File: config.mk
export PLATFORM = sky130hd
export DESIGN_NAME = fetch_pc_unit
export DESIGN_NICKNAME = d
export VERILOG_FILES = /design/src/rtl/fetch_pkg.sv /design/src/rtl/fetch_pc_unit.sv
export SDC_FILE = /design/constraint.sdc
export NUM_CORES = 1
export LEC_CHECK = 0
export ABC_AREA = 0
export CAP_MARGIN = 20
export CORE_ASPECT_RATIO = 2
export CORE_UTILIZATION = 42
export CTS_BUF_LIST = sky130_fd_sc_hd__clkbuf_4
export CTS_CLUSTER_DIAMETER = 50
export DETAILED_ROUTE_END_ITERATION = 8
export PLACE_DENSITY = 0.78
export SLEW_MARGIN = 25
export SYNTH_ARGS = -nofsm -noshare
export SYNTH_HDL_FRONTEND = slang
export SYNTH_SLANG_ARGS = --single-unit
export TNS_END_PERCENT = 20
File: constraint.sdc
create_clock -name Clk -period 1.7 [get_ports Clk]
set_input_delay 0.17 -clock Clk [delete_from_list [all_inputs] [get_ports Clk]]
set_output_delay 0.17 -clock Clk [all_outputs]
set_load 0.05 [all_outputs]
File: src/rtl/fetch_pkg.sv
// fetch_pkg: types and constants shared by the instruction-fetch stage.
package fetch_pkg;

  typedef enum logic [1:0] {
    ST_REQ   = 2'd0,
    ST_WAIT  = 2'd1,
    ST_KILL  = 2'd2,
    ST_FAULT = 2'd3
  } fetch_state_e;

  localparam logic [31:0] NOP_INSTR        = 32'h0000_0013;
  localparam logic [31:0] DEFAULT_RESET_PC = 32'h0000_0000;

endpackage

File: src/rtl/fetch_pc_unit.sv
// fetch_pc_unit: instruction-fetch stage. Owns the PC, keeps one request
// outstanding to instruction memory and hands words to decode over valid/ready.
// Optional build macro FETCH_MISALIGN_TRAP_EN: a PC with nonzero low bits
// raises Fetch_Misaligned and parks the stage in FAULT until a redirect.
//
// state   | meaning
// --------+-----------------------------------------------------------
// REQ     | request PC when the output register is free or draining
// WAIT    | request granted, waiting for read data
// KILL    | request granted but flushed; drop its read data
// FAULT   | misaligned PC trapped; idle until redirect
module fetch_pc_unit
  import fetch_pkg::*;
#(
  parameter logic [31:0] RESET_PC = DEFAULT_RESET_PC
) (
  input  logic        Clk,
  input  logic        Reset_n,
  input  logic [31:0] Next_PC,
  input  logic        Redirect,
  output logic [31:0] PC_Plus4,
  output logic        Imem_Req,
  output logic [31:0] Imem_Addr,
  input  logic        Imem_Gnt,
  input  logic        Imem_Rvalid,
  input  logic [31:0] Imem_Rdata,
  output logic        IF_Valid,
  output logic [31:0] IF_Instr,
  output logic [31:0] IF_PC,
  input  logic        ID_Ready,
  output logic        Fetch_Misaligned
);

  fetch_state_e state_q;
  logic [31:0]  pc_q;
  logic [31:0]  req_pc_q;
  logic [31:0]  if_instr_q;
  logic [31:0]  if_pc_q;
  logic         if_valid_q;
  logic         misaligned_pc;
  logic         req;
  logic         grant;

`ifdef FETCH_MISALIGN_TRAP_EN
  logic misaligned_q;

  assign misaligned_pc    = (pc_q[1:0] != 2'b00);
  assign Imem_Addr        = pc_q;
  assign Fetch_Misaligned = misaligned_q;

  // Fault flag: raised on the REQ->FAULT transition, held until a redirect.
  always_ff @(posedge Clk or negedge Reset_n) begin
    if (!Reset_n) begin
      misaligned_q <= 1'b0;
    end else if (Redirect) begin
      misaligned_q <= 1'b0;
    end else if (state_q == ST_REQ && misaligned_pc) begin
      misaligned_q <= 1'b1;
    end
  end
`else
  assign misaligned_pc    = 1'b0;
  assign Imem_Addr        = {pc_q[31:2], 2'b00};
  assign Fetch_Misaligned = 1'b0;
`endif

  // Request only when the output register can take the response; gated in reset.
  assign req      = Reset_n && (state_q == ST_REQ) && !misaligned_pc &&
                    (!if_valid_q || ID_Ready);
  assign grant    = req && Imem_Gnt;
  assign Imem_Req = req;
  assign PC_Plus4 = pc_q + 32'd4;
  assign IF_Valid = if_valid_q;
  assign IF_Instr = if_instr_q;
  assign IF_PC    = if_pc_q;

  // Fetch FSM, PC, request address and output register.
  always_ff @(posedge Clk or negedge Reset_n) begin
    if (!Reset_n) begin
      state_q    <= ST_REQ;
      pc_q       <= RESET_PC;
      req_pc_q   <= RESET_PC;
      if_pc_q    <= RESET_PC;
      if_instr_q <= NOP_INSTR;
      if_valid_q <= 1'b0;
    end else begin
      if (if_valid_q && ID_Ready) begin
        if_valid_q <= 1'b0;
      end
      if (Redirect) begin
        pc_q       <= Next_PC;
        if_valid_q <= 1'b0;
        if (grant) begin
          req_pc_q <= pc_q;
        end
        case (state_q)
          ST_REQ:           state_q <= grant ? ST_KILL : ST_REQ;
          // A response arriving with the redirect is dropped right away;
          // otherwise keep waiting for it in KILL.
          ST_WAIT, ST_KILL: state_q <= Imem_Rvalid ? ST_REQ : ST_KILL;
          default:          state_q <= ST_REQ;
        endcase
      end else begin
        case (state_q)
          ST_REQ: begin
            if (misaligned_pc) begin
              state_q <= ST_FAULT;
            end else if (grant) begin
              req_pc_q <= pc_q;
              pc_q     <= Next_PC;
              state_q  <= ST_WAIT;
            end
          end
          ST_WAIT: begin
            if (Imem_Rvalid) begin
              if_instr_q <= Imem_Rdata;
              if_pc_q    <= req_pc_q;
              if_valid_q <= 1'b1;
              state_q    <= ST_REQ;
            end
          end
          ST_KILL: begin
            if (Imem_Rvalid) begin
              state_q <= ST_REQ;
            end
          end
          ST_FAULT: state_q <= ST_FAULT;
          default:  state_q <= ST_REQ;
        endcase
      end
    end
  end

endmodule

Word level (Yosys, flattened, before mapping)
Index checks and enable logic that the tools add are counted.

word-level totals
  bits in registers = 131
  output and inout bits = 131
  word-level logic and storage cells = 43

cells by class
  add/subtract/negate cells = 1
  eq/ne operators = 5
  muxes and demuxes = 17
  bitwise operators = 1
  reduce and logical (&&, ||, !) cells = 13

operator list
  operator                 number
  $mux W32                 6
  $add A32 B3 Y32 const B  1
  $mux W2                  5
  $pmux W2 S3              1
  $eq A2 B2 Y1 const B     2
  $logic_and A1 B1 Y1      4
  $mux W1                  4
  $pmux W2 S2              1
  $reduce_and A2 Y1        2
  $reduce_bool A2 Y1       2
  $ne A3 B1 Y1 const B     1
  $ne A3 B3 Y1 const B     1
  $reduce_and A3 Y1        1
  $eq A2 B1 Y1 const B     1
  $logic_not A2 Y1         1
  $reduce_or A2 Y1         1
  $logic_not A1 Y1         1
  $logic_or A1 B1 Y1       1
  $not A1 Y1               1

Longest topological paths before layout
Gate-level depths: netlist (run 1).

  depth in word-level cells = 7
  depth in mapped cells = 6
  depth with buffers taken out = 6

Least setup slack after synthesis (run 1)
OpenSTA, ideal clock, no wires.

  path type = register to output
  start = register pc_q[3]
  end = output port PC_Plus4[24]
  data arrival time = 2466 ps
  path slack = -936 ps
  stages on the path, launching flop included = 6
  cells stage by stage = dfrtp_1 ha_1 nand3_1 nor3_4 nand4_1 xnor2_1

between the ends
  cells in the longest elaborated chain, start to end = 1

RTL lines
  what                    RTL line              source
  from (decl)             fetch_pc_unit.sv:35   logic [31:0] pc_q;
  from (signal assigned)  fetch_pc_unit.sv:91   pc_q <= Next_PC;
  from (signal assigned)  fetch_pc_unit.sv:110  pc_q <= Next_PC;
  $add A32 B3 Y32         fetch_pc_unit.sv:72   assign PC_Plus4 = pc_q + 32'd4;
  to (decl)               fetch_pc_unit.sv:21   output logic [31:0] PC_Plus4,

Every way passes these cells.

Worst setup path in the final report (run 1)
  start = register pc_q[2]
  end = output port PC_Plus4[18]

Same word-level chain as after synthesis.

==> results of run 1 <==
path summary, 6_finish.rpt:
kind	to	slack (ns)	cells past startpoint
worst max-delay path	PC_Plus4[18]	-0.67	7
worst min-delay path	IF_Instr[18]$_DFFE_PN0P_	0.25	2
worst max register to register	IF_Instr[5]$_DFFE_PN0P_	-0.01	5
worst min register to register	IF_PC[26]$_DFFE_PN0P_	0.51	1
max in group asynchronous	IF_PC[0]$_DFFE_PN0P_	0.88	3
min in group asynchronous	IF_Instr[2]$_DFFE_PN0P_	0.26	3
cells in the final DEF (no fill, tap or decap), types with 4 or more instances in the layout:
cell type,n
buf_4,92
nand3_4,5
nor2_4,4
mux2_2,123
dfrtp_1,103
dfrtp_2,14
xnor2_2,5
bufinv_16,4
nand4_1,10
clkbuf_4,19
dlygate4sd2_1,47
dfrtp_4,11
nor2_1,4
buf_6,19
buf_12,36
xnor2_4,16
xor2_4,4
nand2_1,6
clkdlybuf4s50_1,68
registers in the layout (all words and copies together), names as in the netlist:
signal,cells
state_q,2
IF_Instr,32
req_pc_q,32
IF_Valid,1
IF_PC,32
pc_q,32
layout make-up:
class                           count  area share (%)
Inverter                            5           0.198
Tap cell                          152            2.01
Clock buffer                       19            1.51
Multi-Input combinational cell    228            29.8
Sequential cell                   131            35.3
Clock inverter                     13            1.94
Timing Repair Buffer              266            29.3
Antenna cell                        2          0.0528
logic make-up after synthesis:
group,share of synthesized area (%)
fa+ha+maj,0.893
buf+inv,2.25
flops,58.5
xor+xnor,4.38
mux,25.3
compound gates,1.32
other cells,0.0669
simple gates,7.23
layer usage:
| metal | share of wire, % | up-vias |
|---|---|---|
| li1 | - | 1883 |
| met1 | 33 | 2106 |
| met2 | 59 | 143 |
| met3 | 3.4 | 47 |
| met4 | 4.4 | 0 |
| met5 | 0 | - |
repair_timing:
item / CTS / global route
hold buffers: 2 / 0
gates resized for setup: 77 / 35
setup endpoints to repair: 110 / 97
pin swaps: 24 / 16
hold endpoints to repair: 128 / 0
buffers inserted: 9 / 7
metrics by stage:
stage | hold WS, ns | worst slack [ns]
3_5_place_dp | -0.0232 | -0.170
5_1_grt | 0.204 | -0.807
6_report | 0.249 | -0.667
3_3_place_gp | -0.0270 | -0.153
4_1_cts | 0.206 | -0.696
2_1_floorplan | -0.126 | -0.351
power by group through the flow:
stage               sequential, uW  clock, uW  combinational (uW)
floorplan                     8430          0                2490
global placement              5150          0                9030
detailed placement            5270          0                9180
CTS                           5170       2430                8960
global route                  5340       2560                9380
finish                        5170       2370                9020
==> metrics.txt, run 1 <==
status=complete, but fails checks; failing checks=negative setup slack; Congestion Overflow GR=0; Critical Path RT=1.53 ns; Synth async-reset ratio=100%; Yosys reg bits=131; largest area contributor in the netlist=dfrtp_1; fill count=roughly 890; dpl cells=764; initial antenna violation count=2; Max stage delay on crit path=0.47 ns; post-DR wirelength/cell=19.0 um; non-filler cells, final=816; FMAX=0.422 GHz; CP Launch Type=register; total CTS buffers=17; Post-Syn Area=0.00561 mm2; CTS Sinks=131; Post-DRT Antenna Nets=0; Synth Instances=approximately 380; Vias=4,179; post-route cell area=about 0.0095 mm2; CTS tree=done; final max-slew violation count=0; P_leak=0.00428 uW; core footprint=around 0.013 mm2; H-tree depth=4; hold path startpoint=Imem_Rdata[18]; Worst Setup End Kind=primary output; Top Ports=approximately 200; Worst VDD drop=1420 uV; Yosys top cell area share=between 50% and 60%; Layout area overhead=69.0%; Max Fanout on Critical Path=5; crit-path cells=ha_4, nand3_4, nor3_4, buf_6, nand4_1, xnor2_4, buf_12; register area share after synthesis=58.5%; starting density of the core=43.1%; critical path type=register to primary output; met3 Use GR=4.03%; CP max stage cell=dfrtp_4; Worst Path Buf+Inv=2; largest net degree at the start of global routing=between 90 and 100; combinational power share=54.5%; main area contributors after synthesis=dfrtp_1, mux2_2, xnor2_1, buf_4, dfstp_2; initial drt markers=107; CP startpoint=pc_q[2]$_DFFE_PN0P_; RSZ-0062 raised after global routing=true; Switch Pwr=7430 uW; Max-Slew Margin vs Limit=approximately 64%; nets=723; Util after Layout=roughly 73%; row cnt=just under 60; die area=approximately 0.014 mm2; vias per inst=just over 5; Clock Power Share=14.3%; FF-to-FF Start=state_q[0]$_DFFE_PN0P_; die height=165 um; drt drc=0; yosys warns=0; number of enable flip-flop cells after synthesis=0; ys flop type=dfrtp_1; IO Port Bufs=197; die width=83.7 um; dpl hpwl=between 10,000 and 15,000 um; Max Cap Violations=0; Top Usage Layer GRT=met2; fin crit share=139%; layout cells sized above 1=slightly below 60%; drt first pass iters=4; Final Hold Vio Count=0; Pwr Total=16,600 uW; HP Class=input port to register; Tightest Pin Transition=0.535 ns; met1 usage=22.5%; final setup margin=-0.667 ns; count leader, synth=dfrtp_1; Post-Route Skew=around 0.019 ns; crit path time final=2.37 ns; Worst EP arrival=2.20 ns; top cells by count, synth=dfrtp_1, mux2_2, xnor2_1, buf_4, nand2_1; Total Wirelength=around 16,000 um; sw frac=44.9%; global-route wire length before repair=24,000 um; Final GP Congestion=0.851; synth unique cells=34; CTS Buffer Depth=2; area of the multi-input gates=0.00282 mm2; setup violators final=32; pwr/cell area=1750 mW/mm2; P_int=9130 uW; number of global-route vias before repair=4,479; total track usage=22.8%; clk_lat worst skew=0.52 ns; CTS root buffer=clkbuf_4; FF+latch area=around 0.0033 mm2; Flop pwr share=a little under a third; M2 GR Usage=43.9%; Avg Cell Area, Syn=roughly 15 um2; Placement Cell Area=0.00874 mm2; clock-pin transition on the worst setup and hold timing paths=0.12 ns; family with the most delay on the worst path=simple AND/OR/NAND/NOR gates; setup TNS=-14.93 ns
Power figures use the tool's default switching activity.
==> inputs of run 2 (changes only) <==
CORE_UTILIZATION = 59   (was 42)
CTS_CLUSTER_DIAMETER = 40   (was 50)
DONT_BUFFER_PORTS = 1   (was default)
PLACE_DENSITY = 0.77   (was 0.78)
SLEW_MARGIN = 20   (was 25)
==> metrics.txt, run 2 (synthesized netlist as in run 1, its figures left out) <==
status=complete, but fails checks; failing checks=design-rule violations, negative hold slack, negative setup slack; Total Wirelength=17,800 um; layout cells sized above 1=about 60%; H-tree depth=4; Worst EP arrival=2.46 ns; Top Ports=201; Max Cap Violations=0; P_leak=0.00373 uW; combinational power share=32.2%; Layout area overhead=50.7%; Max-Slew Margin vs Limit=between 60% and 70%; P_int=7670 uW; die width=70.9 um; post-route cell area=0.00845 mm2; Final Hold Vio Count=131; die height=around 140 um; vias per inst=5.99; CP max stage cell=dfrtp_4; met1 usage=31.8%; reg-to-reg setup timing slack=-0.10 ns; RSZ-0062 raised after global routing=true; Post-Route Skew=0.0253 ns; Critical Path RT=between 1.5 and 2 ns; Post-DRT Antenna Nets=0; number of global-route vias before repair=4,333; M2 GR Usage=between 60% and 70%; CTS tree=done; commonest non-fill, non-tap cell in the layout=mux2_2; Pwr Total=between 15,000 and 20,000 uW; most frequent cells in the layout=mux2_2, dfrtp_1, dlygate4sd3_1; fin crit share=155%; CP Launch Type=register; pwr/cell area=1800 mW/mm2; starting density of the core=60.1%; Switch Pwr=7550 uW; CTS Buffer Depth=2; row cnt=50; total track usage=32.4%; clock-pin transition on the worst setup and hold timing paths=approximately 0.13 ns; Placement Cell Area=0.00704 mm2; Worst Setup End Kind=primary output; final setup margin=-0.929 ns; nets=between 600 and 700; die area=between 0.009 and 0.01 mm2; largest net degree at the start of global routing=135; met3 Use GR=8.04%; final max-slew violation count=0; Tightest Pin Transition=0.566 ns; IO Port Bufs=0; total CTS buffers=17; dpl hpwl=9260 um; Flop pwr share=a little over half; # hold bufs at CTS=68; WHS=-0.731 ns; HP Class=input port to asynchronous set/reset pin; post-DR wirelength/cell=roughly 26 um; Worst VDD drop=between 1500 and 2000 uV; clk_lat worst skew=0.57 ns; FMAX=0.380 GHz; initial antenna violation count=1; Congestion Overflow GR=0; core footprint=0.00932 mm2; Top Usage Layer GRT=met2; setup violators final=90; drt drc=32; critical path type=register to primary output; CTS Sinks=131; Vias=4,051; CTS root buffer=clkbuf_4; drt first pass iters=7; Max Fanout on Critical Path=5; crit-path cells=ha_4, nand3_4, nor3_4, buf_6, nand4_1, xnor2_4, buf_12; crit path time final=2.63 ns; global-route wire length before repair=23,400 um; Final GP Congestion=0.831; Max stage delay on crit path=0.46 ns; initial drt markers=240; Clock Power Share=approximately 14%; sw frac=49.6%
## run 2: per-layer routing
layer / vias up / share of wire, %
met3: 69 / 5.8
li1: 1706 / -
met1: 2069 / 31
met5: - / 0
met4: 0 / 5.8
met2: 207 / 58
## run 2: worst max-delay path, delay by kind of cell (launching register included)
family	cells	cell delay [ns]
and+or+nand+nor	3	0.62
DFF	1	0.46
adders and majority gates	1	0.15
xor gates and xnor gates	1	0.34
buffers and inverters	2	0.32
## run 2: stage by stage
stage | util [%] | setup TNS (ns) | instances | worst slack, ns | hold WS (ns)
floorplan | - | -16.16 | 380 | -0.351 | -0.126
global placement | 75.5 | -0.920 | 553 | -0.0894 | -0.123
detailed placement | 75.5 | -2.81 | 553 | -0.145 | -0.123
CTS | 87.0 | -18.47 | 657 | -0.710 | -0.722
global route | 90.6 | -25.14 | 676 | -1.02 | -0.761
finish | 90.6 | -19.51 | 676 | -0.929 | -0.731
## run 2: what timing repair did
action                                  CTS  global route
buffers inserted                          4            19
resized for setup                        18            43
endpoints found under the setup margin   82           116
pin swaps                                18            27
endpoints found under the hold margin   198           131
## run 2: area by class of cell
class | instances | area (um2)
Sequential cell | 131 | 3340
Multi-Input combinational cell | 228 | 2780
Timing Repair Buffer | 175 | 1900
Fill cell | 318 | 873
Clock inverter | 15 | 141
Tap cell | 104 | 130
Clock buffer | 17 | 128
Inverter | 5 | 21.3
Antenna cell | 1 | 2.50
## run 2: power by group through the flow
stage	sequential, uW	clock [uW]	combinational, uW
CTS	8060	2040	4490
detailed placement	8140	0	4320
global placement	8040	0	4150
floorplan	8430	0	2490
global route	8330	2260	5080
finish	8210	2100	4900
## run 2: path summary, 6_finish.rpt
path,startpoint,end,cells after the start
min in group Clk,Imem_Gnt,pc_q[1]$_DFFE_PN0P_,3
min,Reset_n,IF_Instr[2]$_DFFE_PN0P_,0
max in group asynchronous,Reset_n,pc_q[10]$_DFFE_PN0P_,0
min reg2reg,req_pc_q[1]$_DFFE_PN0P_,IF_PC[1]$_DFFE_PN0P_,1
max reg2reg,state_q[0]$_DFFE_PN0P_,IF_PC[9]$_DFFE_PN0P_,5
max,pc_q[2]$_DFFE_PN0P_,PC_Plus4[18],7
==> inputs of run 3 (changes only) <==
SKIP_LAST_GASP = 1   (was default)
SLEW_MARGIN = 40   (was 20)
==> metrics.txt, run 3 (synthesized netlist as in run 1, its figures left out) <==
final max-slew violation count=0; setup violators final=77; die height=140 um; # hold bufs at CTS=68; status=complete, but fails checks; failing checks=design-rule violations, negative hold slack, negative setup slack; CP Launch Type=register; P_leak=0.00368 uW; Max Cap Violations=0; Post-DRT Antenna Nets=0; CTS tree=done; H-tree depth=4; Vias=3,956; FMAX=0.400 GHz; CP endpoint=PC_Plus4[26]; critical path type=register to primary output; CTS root buffer=clkbuf_4; RSZ-0062 raised after global routing=true; commonest non-fill, non-tap cell in the layout=mux2_2; die width=70.9 um; largest net degree at the start of global routing=~140; CP startpoint=pc_q[16]$_DFFE_PN0P_; Max-Slew Margin vs Limit=63.3%; global-route wire length before repair=23,500 um; total track usage=32.4%; Worst VDD drop=1550 uV; drt first pass iters=6; Worst Setup End Kind=primary output; Post-Route Skew=0.0307 ns; fin crit share=147%; WHS=-0.711 ns; total CTS buffers=17; nets=630; reg-to-reg setup timing slack=-0.10 ns; setup TNS=-19.49 ns; Top Ports=201; vias per inst=between 5 and 6; pwr/cell area=1790 mW/mm2; most frequent cells in the layout=mux2_2, dfrtp_1, buf_4; crit path time final=2.50 ns; number of global-route vias before repair=4,383; Layout area overhead=48.3%; FF-to-FF Start=state_q[0]$_DFFE_PN0P_; final setup margin=-0.800 ns; starting density of the core=60.1%; Total Wirelength=16,500 um; fill count=between 300 and 400; row cnt=50; Tightest Pin Transition=0.551 ns; core footprint=0.00932 mm2; Congestion Overflow GR=0; clock-pin transition on the worst setup and hold timing paths=0.13 ns; Final Hold Vio Count=roughly 130; layout cells sized above 1=59.2%; Util after Layout=89.2%; Worst EP arrival=2.33 ns; worst r2r path cells=6; clk_lat worst skew=0.57 ns; die area=just under 0.01 mm2; drt drc=32; CTS Buffer Depth=2; HP Class=input port to asynchronous set/reset pin; IO Port Bufs=0; Max Fanout on Critical Path=7; Final GP Congestion=~0.83; CTS Sinks=131; dpl hpwl=9260 um; Critical Path RT=1.53 ns; reg-to-reg critical path endpoint=pc_q[17]$_DFFE_PN0P_; initial drt markers=295; initial antenna violation count=2; post-DR wirelength/cell=24.4 um
==> run 3: final cells by class <==
| type | instances | area [um2] | area share, % |
|---|---|---|---|
| Sequential cell | 131 | 3340 | 40.2 |
| Timing Repair Buffer | 173 | 1840 | 22.2 |
| Antenna cell | 2 | 5.00 | 0.0602 |
| Clock inverter | 15 | 141 | 1.70 |
| Inverter | 5 | 18.8 | 0.226 |
| Tap cell | 104 | 130 | 1.56 |
| Multi-Input combinational cell | 228 | 2710 | 32.6 |
| Clock buffer | 17 | 128 | 1.53 |
==> run 3: how the worst min path moves through the flow <==
stage | endpoint | startpoint | slack, ns
5_1_grt | IF_Instr[11]$_DFFE_PN0P_ | Reset_n | -0.74
6_report | IF_Instr[11]$_DFFE_PN0P_ | Reset_n | -0.71
4_1_cts | IF_PC[6]$_DFFE_PN0P_ | Reset_n | -0.72
3_5_place_dp | IF_Instr[3]$_DFFE_PN0P_ | Reset_n | -0.12
3_3_place_gp | IF_Instr[2]$_DFFE_PN0P_ | Reset_n | -0.12
2_1_floorplan | IF_Instr[10]$_DFFE_PN0P_ | Reset_n | -0.13
==> run 3: stage by stage <==
stage,total power [uW],setup slack (ns),cell area [um2],cells
global route,15400,-0.882,8320,675
CTS,14600,-0.710,8090,657
global placement,12200,-0.0894,7040,553
floorplan,10900,-0.351,6040,380
detailed placement,12500,-0.145,7040,553
finish,14900,-0.800,8320,675
==> run 3: critical path, cell delays in order (launching register included) <==
cell and delay, ns:
dfrtp_4 0.43, nand3_1 0.27, nor2_4 0.32, nand4_1 0.30, xnor2_4 0.29, buf_12 0.16
==> run 3: per-layer routing <==
layer	GRT usage, %	vias up	wire length, um
met1	32.3	2010	5400
li1	-	1690	-
met5	0	-	0
met3	8.54	52	1050
met4	15.8	0	639
met2	60.1	204	9390
==> run 3: where the power goes <==
part | leakage [uW] | internal (uW) | switching [uW]
clock network | 0.000144 | 855 | 1230
registers | 0.00154 | 4430 | 3730
logic | 0.00199 | 2270 | 2400
total | 0.00368 | 7560 | 7350
==> run 3: timing repair <==
action	4_1_cts	5_1_grt
setup endpoints to repair	82	116
hold endpoints to repair	198	131
pin swaps	17	24
gates resized for setup	15	21
setup buffers	4	18
cloned	0	0
